**src/rtl/risc_v_mike_fetch_ctrl.sv**
```systemverilog
// Instruction fetch controller: issues sequential fetches to instruction memory,
// buffers returned words in a small prefetch FIFO and handles redirects.
module risc_v_mike_fetch_ctrl #(
  parameter logic [31:0] RESET_PC   = 32'h0040_0000,
  parameter int unsigned FIFO_DEPTH = 2
) (
  input  logic        clk,
  input  logic        rst,
  input  logic        fetch_en,
  output logic        imem_req,
  input  logic        imem_gnt,
  output logic [31:0] imem_addr,
  input  logic [31:0] imem_rd_data,
  input  logic        redirect_valid,
  input  logic [31:0] redirect_pc,
  output logic        instr_valid,
  input  logic        instr_ready,
  output logic [31:0] instr_data,
  output logic [31:0] instr_pc,
  output logic        misalign_err
);

  localparam int unsigned CW = $clog2(FIFO_DEPTH + 1);
  localparam int unsigned PW = $clog2(FIFO_DEPTH);

  typedef enum logic [1:0] {IDLE, RUN, ERR} state_t;

  state_t        state;
  logic [31:0]   fetch_pc;
  logic [CW-1:0] count;
  logic [PW-1:0] rd_ptr;
  logic [PW-1:0] wr_ptr;
  logic [31:0]   pc_mem   [FIFO_DEPTH];
  logic [31:0]   data_mem [FIFO_DEPTH];

  logic full;
  logic push;
  logic pop;
  logic redirect;
  logic bad_redirect;

  function automatic logic [PW-1:0] next_ptr(input logic [PW-1:0] p);
    return (p == PW'(FIFO_DEPTH - 1)) ? '0 : p + PW'(1);
  endfunction

  assign full         = (count == CW'(FIFO_DEPTH));
  assign imem_req     = (state == RUN) && !full && !redirect_valid;
  assign imem_addr    = fetch_pc;
  assign push         = imem_req && imem_gnt;
  assign instr_valid  = (count != '0);
  assign pop          = instr_valid && instr_ready;
  assign redirect     = redirect_valid && (state != ERR);
  assign bad_redirect = redirect && (redirect_pc[1:0] != 2'b00);
  assign instr_data   = instr_valid ? data_mem[rd_ptr] : '0;
  assign instr_pc     = instr_valid ? pc_mem[rd_ptr] : '0;
  assign misalign_err = (state == ERR);

  // Control state, fetch PC and buffer bookkeeping
  always_ff @(posedge clk or negedge rst) begin
    if (!rst) begin
      state    <= IDLE;
      fetch_pc <= RESET_PC;
      count    <= '0;
      rd_ptr   <= '0;
      wr_ptr   <= '0;
    end else begin
      if (bad_redirect) begin
        state <= ERR;
      end else begin
        case (state)
          IDLE:    if (fetch_en) state <= RUN;
          RUN:     if (!fetch_en) state <= IDLE;
          default: state <= ERR;
        endcase
      end

      if (redirect) begin
        // A redirect flushes the buffer; a misaligned target leaves fetch_pc alone
        count  <= '0;
        rd_ptr <= '0;
        wr_ptr <= '0;
        if (!bad_redirect) fetch_pc <= redirect_pc;
      end else begin
        if (push) begin
          wr_ptr   <= next_ptr(wr_ptr);
          fetch_pc <= fetch_pc + 32'd4;
        end
        if (pop) rd_ptr <= next_ptr(rd_ptr);
        case ({push, pop})
          2'b10:   count <= count + CW'(1);
          2'b01:   count <= count - CW'(1);
          default: count <= count;
        endcase
      end
    end
  end

  // Buffer storage needs no reset: entries are only visible while counted
  always_ff @(posedge clk) begin
    if (push) begin
      pc_mem[wr_ptr]   <= fetch_pc;
      data_mem[wr_ptr] <= imem_rd_data;
    end
  end

endmodule
```
**config.mk**
```make
export PLATFORM = sky130hd
export DESIGN_NAME = risc_v_mike_fetch_ctrl
export DESIGN_NICKNAME = d
export VERILOG_FILES = /design/src/rtl/risc_v_mike_fetch_ctrl.sv
export SDC_FILE = /design/constraint.sdc
export NUM_CORES = 1
export LEC_CHECK = 0
export BUFFER_PORTS_ARGS = -buffer_cell sky130_fd_sc_hd__buf_2
export CORE_ASPECT_RATIO = 1.4
export CORE_MARGIN = 5
export CORE_UTILIZATION = 50
export CTS_CLUSTER_DIAMETER = 60
export DETAILED_ROUTE_END_ITERATION = 8
export PLACE_DENSITY = 0.85
export SETUP_SLACK_MARGIN = 0.4
export SLEW_MARGIN = 30
export SYNTH_ARGS = -nofsm -noshare
export SYNTH_HDL_FRONTEND = slang
export SYNTH_SLANG_ARGS = --single-unit
```
**constraint.sdc**
```tcl
create_clock -name clk -period 5.05 [get_ports clk]
set_input_delay 0 -clock clk [delete_from_list [all_inputs] [get_ports clk]]
set_output_delay 0 -clock clk [all_outputs]
set_load 0.01 [all_outputs]
```
Word level (Yosys, flattened, before mapping)
Memories as Yosys holds them, arrays and structs flattened. Index checks and enable logic that the tools add are counted.

Add/subtract/negate cells: 5. Equality and inequality tests: 9. Muxes and demuxes: 19. Reductions and logical operators: 16.

Operator list (number): 32-bit 2-to-1 mux (5); 32-bit by 3-bit adder with 32-bit output (second input constant) (1); 1-bit 2-to-1 mux (8); 2-bit 2-to-1 mux (4); 2-bit case mux with 2 select lines (2); 2-bit nonzero test (4); 2-bit equality test (second input constant) (3); 1-bit logical AND (6); 3-bit != test (second input constant) (2); 2-bit by 1-bit equality test with 1-bit output (second input constant) (2); 2-bit != test (second input constant) (2); 2-bit AND reduction (2); 3-bit nonzero test (1); 1-bit adder (second input constant) (2); 2-bit by 1-bit adder with 2-bit output (second input constant) (1); 1-bit zero test (2); 2-bit zero test (1); 2-bit by 1-bit subtractor with 2-bit output (second input constant) (1).

Bits in registers: 38. RAM bits: 128. Input bits: 70. Output and inout port bits: 99. Logic and storage cells: 56. Memories kept: 2.

Memory list: data_mem (words 2, bits a word 32, rd ports 1, clocked after Yosys merged registers in 0, write ports 1, line 34) `logic [31:0] data_mem [FIFO_DEPTH];`; pc_mem (words 2, bits a word 32, rd ports 1, clocked after Yosys merged registers in 0, write ports 1, line 33) `logic [31:0] pc_mem [FIFO_DEPTH];`.

Depth between registers and ports, before layout
Depth after elaboration: 8. Depth in mapped cells: 7. Gate-level depth less buffers: 6.

Least setup slack after synthesis
OpenSTA, ideal clock, no wires.

Kind: register to register. From: reg state[1]. To: mem data_mem[0][0], enable pin. Library setup time: 0.486 ns. Data arrival time: 3.512 ns. Required time: 4.564 ns. Slack: 1.052 ns. Stages on the path, launching flop included: 4. Buffers on the path: 0. Clock period less this slack: 3.998 ns. Path through: dfrtp_1 -> and4bb_2 -> nand2_1 -> nor2_1.

Longest elaborated chain between the ends: 6.

Ends and longest elaborated chain: start, declared (line 28) `state_t state;`; start signal, assigned (line 61) `state <= IDLE;`; start signal, assigned (line 68) `state <= ERR;`; start signal, assigned (line 71) `IDLE: if (fetch_en) state <= RUN;`; 2-bit by 1-bit equality test with 1-bit output (line 47) `assign imem_req = (state == RUN) && !full && !redirect_valid;`; 1-bit logical AND (2 in series) (line 47); 1-bit logical AND (line 49) `assign push = imem_req && imem_gnt;`; 1-bit 2-to-1 mux (line 100) `if (push) begin`; 1-bit 2-to-1 mux (implied by the code) (line 102) `data_mem[wr_ptr] <= imem_rd_data;`; end, declared (line 34).

Every way passes these cells.

Worst setup path after layout
From: reg state[1]. To: mem pc_mem[0][19], enable pin.

Longest elaborated chain between the ends: 6.

Ends and longest elaborated chain: 2-bit by 1-bit equality test with 1-bit output (line 47); 1-bit logical AND (2 in series) (line 47); 1-bit logical AND (line 49); 1-bit 2-to-1 mux (line 100); 1-bit 2-to-1 mux (implied by the code) (line 101) `pc_mem[wr_ptr] <= fetch_pc;`; end, declared (line 33).

Every way passes these cells.

==> results.yml <==
setup_path:
  criticalPathCategory: "flip-flop to flip-flop"
  critPathMaxStageDelay_ps: 550
  cp-start-kind: "flip-flop"
  crit_fanout: 30
  cp-end-kind: "flip-flop"
  worstPathRequired_ps: 5120
  cp-startpoint: "state[1]$_DFFE_PN0P_"
  critical_path.top_delay_family: "simple AND/OR/NAND/NOR gates"
  rr_startpoint: "state[1]$_DFFE_PN0P_"
  ff2ff_path_depth: 5
  r2r_end: "pc_mem[0][19]$_DFFE_PP_"
  r2r_slack_ps: 2600
  cpMaxStageDelayCell: "nor2_4"
  arrival_ps: 2520
  crit_path_cell_trace: "and4bb_2 > nand2_1 > nor2_4 > buf_16 > buf_4"
  critical_path.endpoint: "pc_mem[0][19]$_DFFE_PP_"
  path_buf_inv: 2
  path_depth: 5
grt:
  grt_pass1_wl_um: 28000
  grt_overflow_total: 0
  grt_antenna_before_repair: 0
  track_usage: 0.212
  first_global_vias: 5370
  grt_max_degree: 66
floorplanning:
  start_util: 0.509
  die-area_um2: 16700
  fp.dieH_um: 151
  fp-row-count: 51
  die_w_um: 111
  io_pins: 169
  coreArea_um2: 14000
finish:
  multi_input_area_um2: 2210
  layout.nets: 847
  seq_area_um2: 4800
  nFillCells: 977
  stdcell_area_um2: 9390
  syn2layout_area_growth_pct: 31.9
  drive_above_1_share: 0.280
  n_antenna_cell: 0
timing:
  period_needed_ps: 2450
  setup_viol: 0
  hold_violations: 0
  tightestPinTransition_ps: 850
  skew_ps: 10.3
  fmax_mhz: 408
  slew_headroom: 0.432
  holdWs_ps: 62.1
  finalMaxSlewViolations: 0
  setup_tns_ps: 0
  post-route-period-util: 0.485
  rsz0062_at_grt: "false"
clocking:
  clkLatencyLatePin_ps: 410
  clk_pin_slew_ps: 60
  cts_max_path_buffers: 2
  clockRootBuffer: "clkbuf_16"
  post_cts_buffers: 0
  cts_tree: "built"
  cts_resized: 0
  cts_sinks: 166
  hold_buffers: 63
  cts_buffers: 17
  htreeDepth: 4
route:
  dr.pass1.iters: 5
  num_vias: 5368
  route.detailed.drc: 0
  via_per_inst: 5.51
  antenna_left: 0
  drtIter0Drc: 576
  wl_um: 17800
  post_drt_wl_per_cell_um: 18.2
power:
  leakagePower_nw: 3.73
  power.density_nw_per_um2: 311
  peakVddDrop_uv: 219
  finalPower_mw: 2.92
synth:
  syn_avg_cell_area_um2: 13.0
  synth_seq_cells: 166
  syn_inst: 549
  synth_edf_count: 128
  yosys_warnings: 0
  synth_ff_type: "edfxtp_1"
  seq_area_frac_synth: 0.674
  syn-num-nets: 620
  synthArstFlopShare: 0.229
  synthesis.area_um2: 7110
  yosysUniqueCellTypes: 49
placement:
  io_buffer_count: 168
  globalplace.congestion: 0.853
  hpwl_um: 11500
  place_area_um2: 8180
status:
  outcome: "finished, final reports clean"
hold_path:
  hp-class: "input pin to flip-flop"
flow_run:
  cap_violations: 0
-- tightest hold or removal path, stage by stage --
cell     delay [ps]
buf_2            80
nor2_1           40
a21oi_1         150
and3_1          170
-- worst min-delay path by stage --
stage | start | end | cells after the start
detailed placement | rst | imem_addr[30]$_DFFE_PN0P_ | 1
finish | redirect_pc[28] | imem_addr[28]$_DFFE_PN0P_ | 4
floorplan | rst | count[0]$_DFFE_PN0P_ | 0
CTS | redirect_pc[23] | imem_addr[23]$_DFFE_PN0P_ | 4
global placement | rst | imem_addr[30]$_DFFE_PN0P_ | 1
global route | redirect_pc[20] | imem_addr[20]$_DFFE_PN0P_ | 4
-- cells in the mapped netlist, drive strengths merged, types with 3 or more instances --
cell type  count  area share
a21oi         27       0.019
a22oi          6      0.0063
a2bb2oi        4      0.0049
a31oi          3      0.0026
and2           6      0.0053
and3          11      0.0097
buf           11      0.0065
clkbuf        18      0.0095
dfrtp         37        0.13
edfxtp       128        0.54
inv            5      0.0026
mux2i         65       0.091
nand2         30       0.016
nand2b         3      0.0026
nand3         15       0.011
nand4         11       0.012
nor2         101       0.054
nor3           3      0.0037
o21a           4      0.0042
o21ai         15       0.011
o22a           5      0.0062
o22ai          7      0.0062
or4            3      0.0032
-- kinds of logic after synthesis --
kind of cell             after synthesis  share of synthesized area
AND/OR/NAND/NOR                      193                      0.131
flip-flops                           166                      0.674
AO/OA/AOI/OAI                         87                     0.0797
multiplexers                          65                     0.0915
buffers and inverters                 34                     0.0186
XOR/XNOR                               3                    0.00369
adder cells (fa/ha/maj)                1                    0.00176
-- placed cells by master (no fill, tap or decap), types with 6 or more instances in the layout --
master / count
nand4_1: 10
and3_1: 10
o22ai_1: 7
a22oi_1: 6
edfxtp_1: 128
mux2i_1: 65
nand2_1: 29
dlygate4sd3_1: 63
a21oi_1: 27
nand3_1: 15
dfrtp_1: 36
o21ai_0: 15
clkbuf_16: 17
buf_2: 167
nor2_1: 98
-- state kept, by name (all words and copies together), names as in the netlist --
register / flops
wr_ptr: 1
data_mem: 64
state: 2
imem_addr: 32
count: 2
pc_mem: 64
rd_ptr: 1
-- stage by stage --
| stage | cells | setup slack [ps] | utilization |
|---|---|---|---|
| CTS | 974 | 2630 | 0.671 |
| floorplan | 549 | 1050 | - |
| finish | 974 | 2600 | 0.672 |
| global route | 974 | 2450 | 0.672 |
| global placement | 877 | 2450 | 0.581 |
| detailed placement | 879 | 2640 | 0.585 |
-- where the power goes --
group	internal [mW]	switching, mW	leakage [nW]	total, mW
logic	0.0851	0.0612	1.80	0.146
clock network	0.731	0.520	0.284	1.25
registers	1.49	0.0375	1.65	1.53
total	2.30	0.618	3.73	2.92
-- final cells by class --
type | instances | area share
tap | 185 | 0.0247
multi-input combinational | 349 | 0.235
clock buffer | 17 | 0.0453
sequential | 166 | 0.511
timing repair buffer | 237 | 0.165
clock inverter | 15 | 0.0161
inverter | 5 | 0.00200
-- routing by layer --
| metal | routed length (um) | part of all wire | track usage | vias to the layer above |
|---|---|---|---|---|
| met3 | 1150 | 0.065 | 0.0424 | 41 |
| met5 | 0 | 0 | 0 | - |
| met2 | 9680 | 0.54 | 0.392 | 263 |
| met1 | 6430 | 0.36 | 0.241 | 2569 |
| met4 | 503 | 0.028 | 0.0881 | 0 |
| li1 | - | - | - | 2495 |
Power figures use the tool's default switching activity.
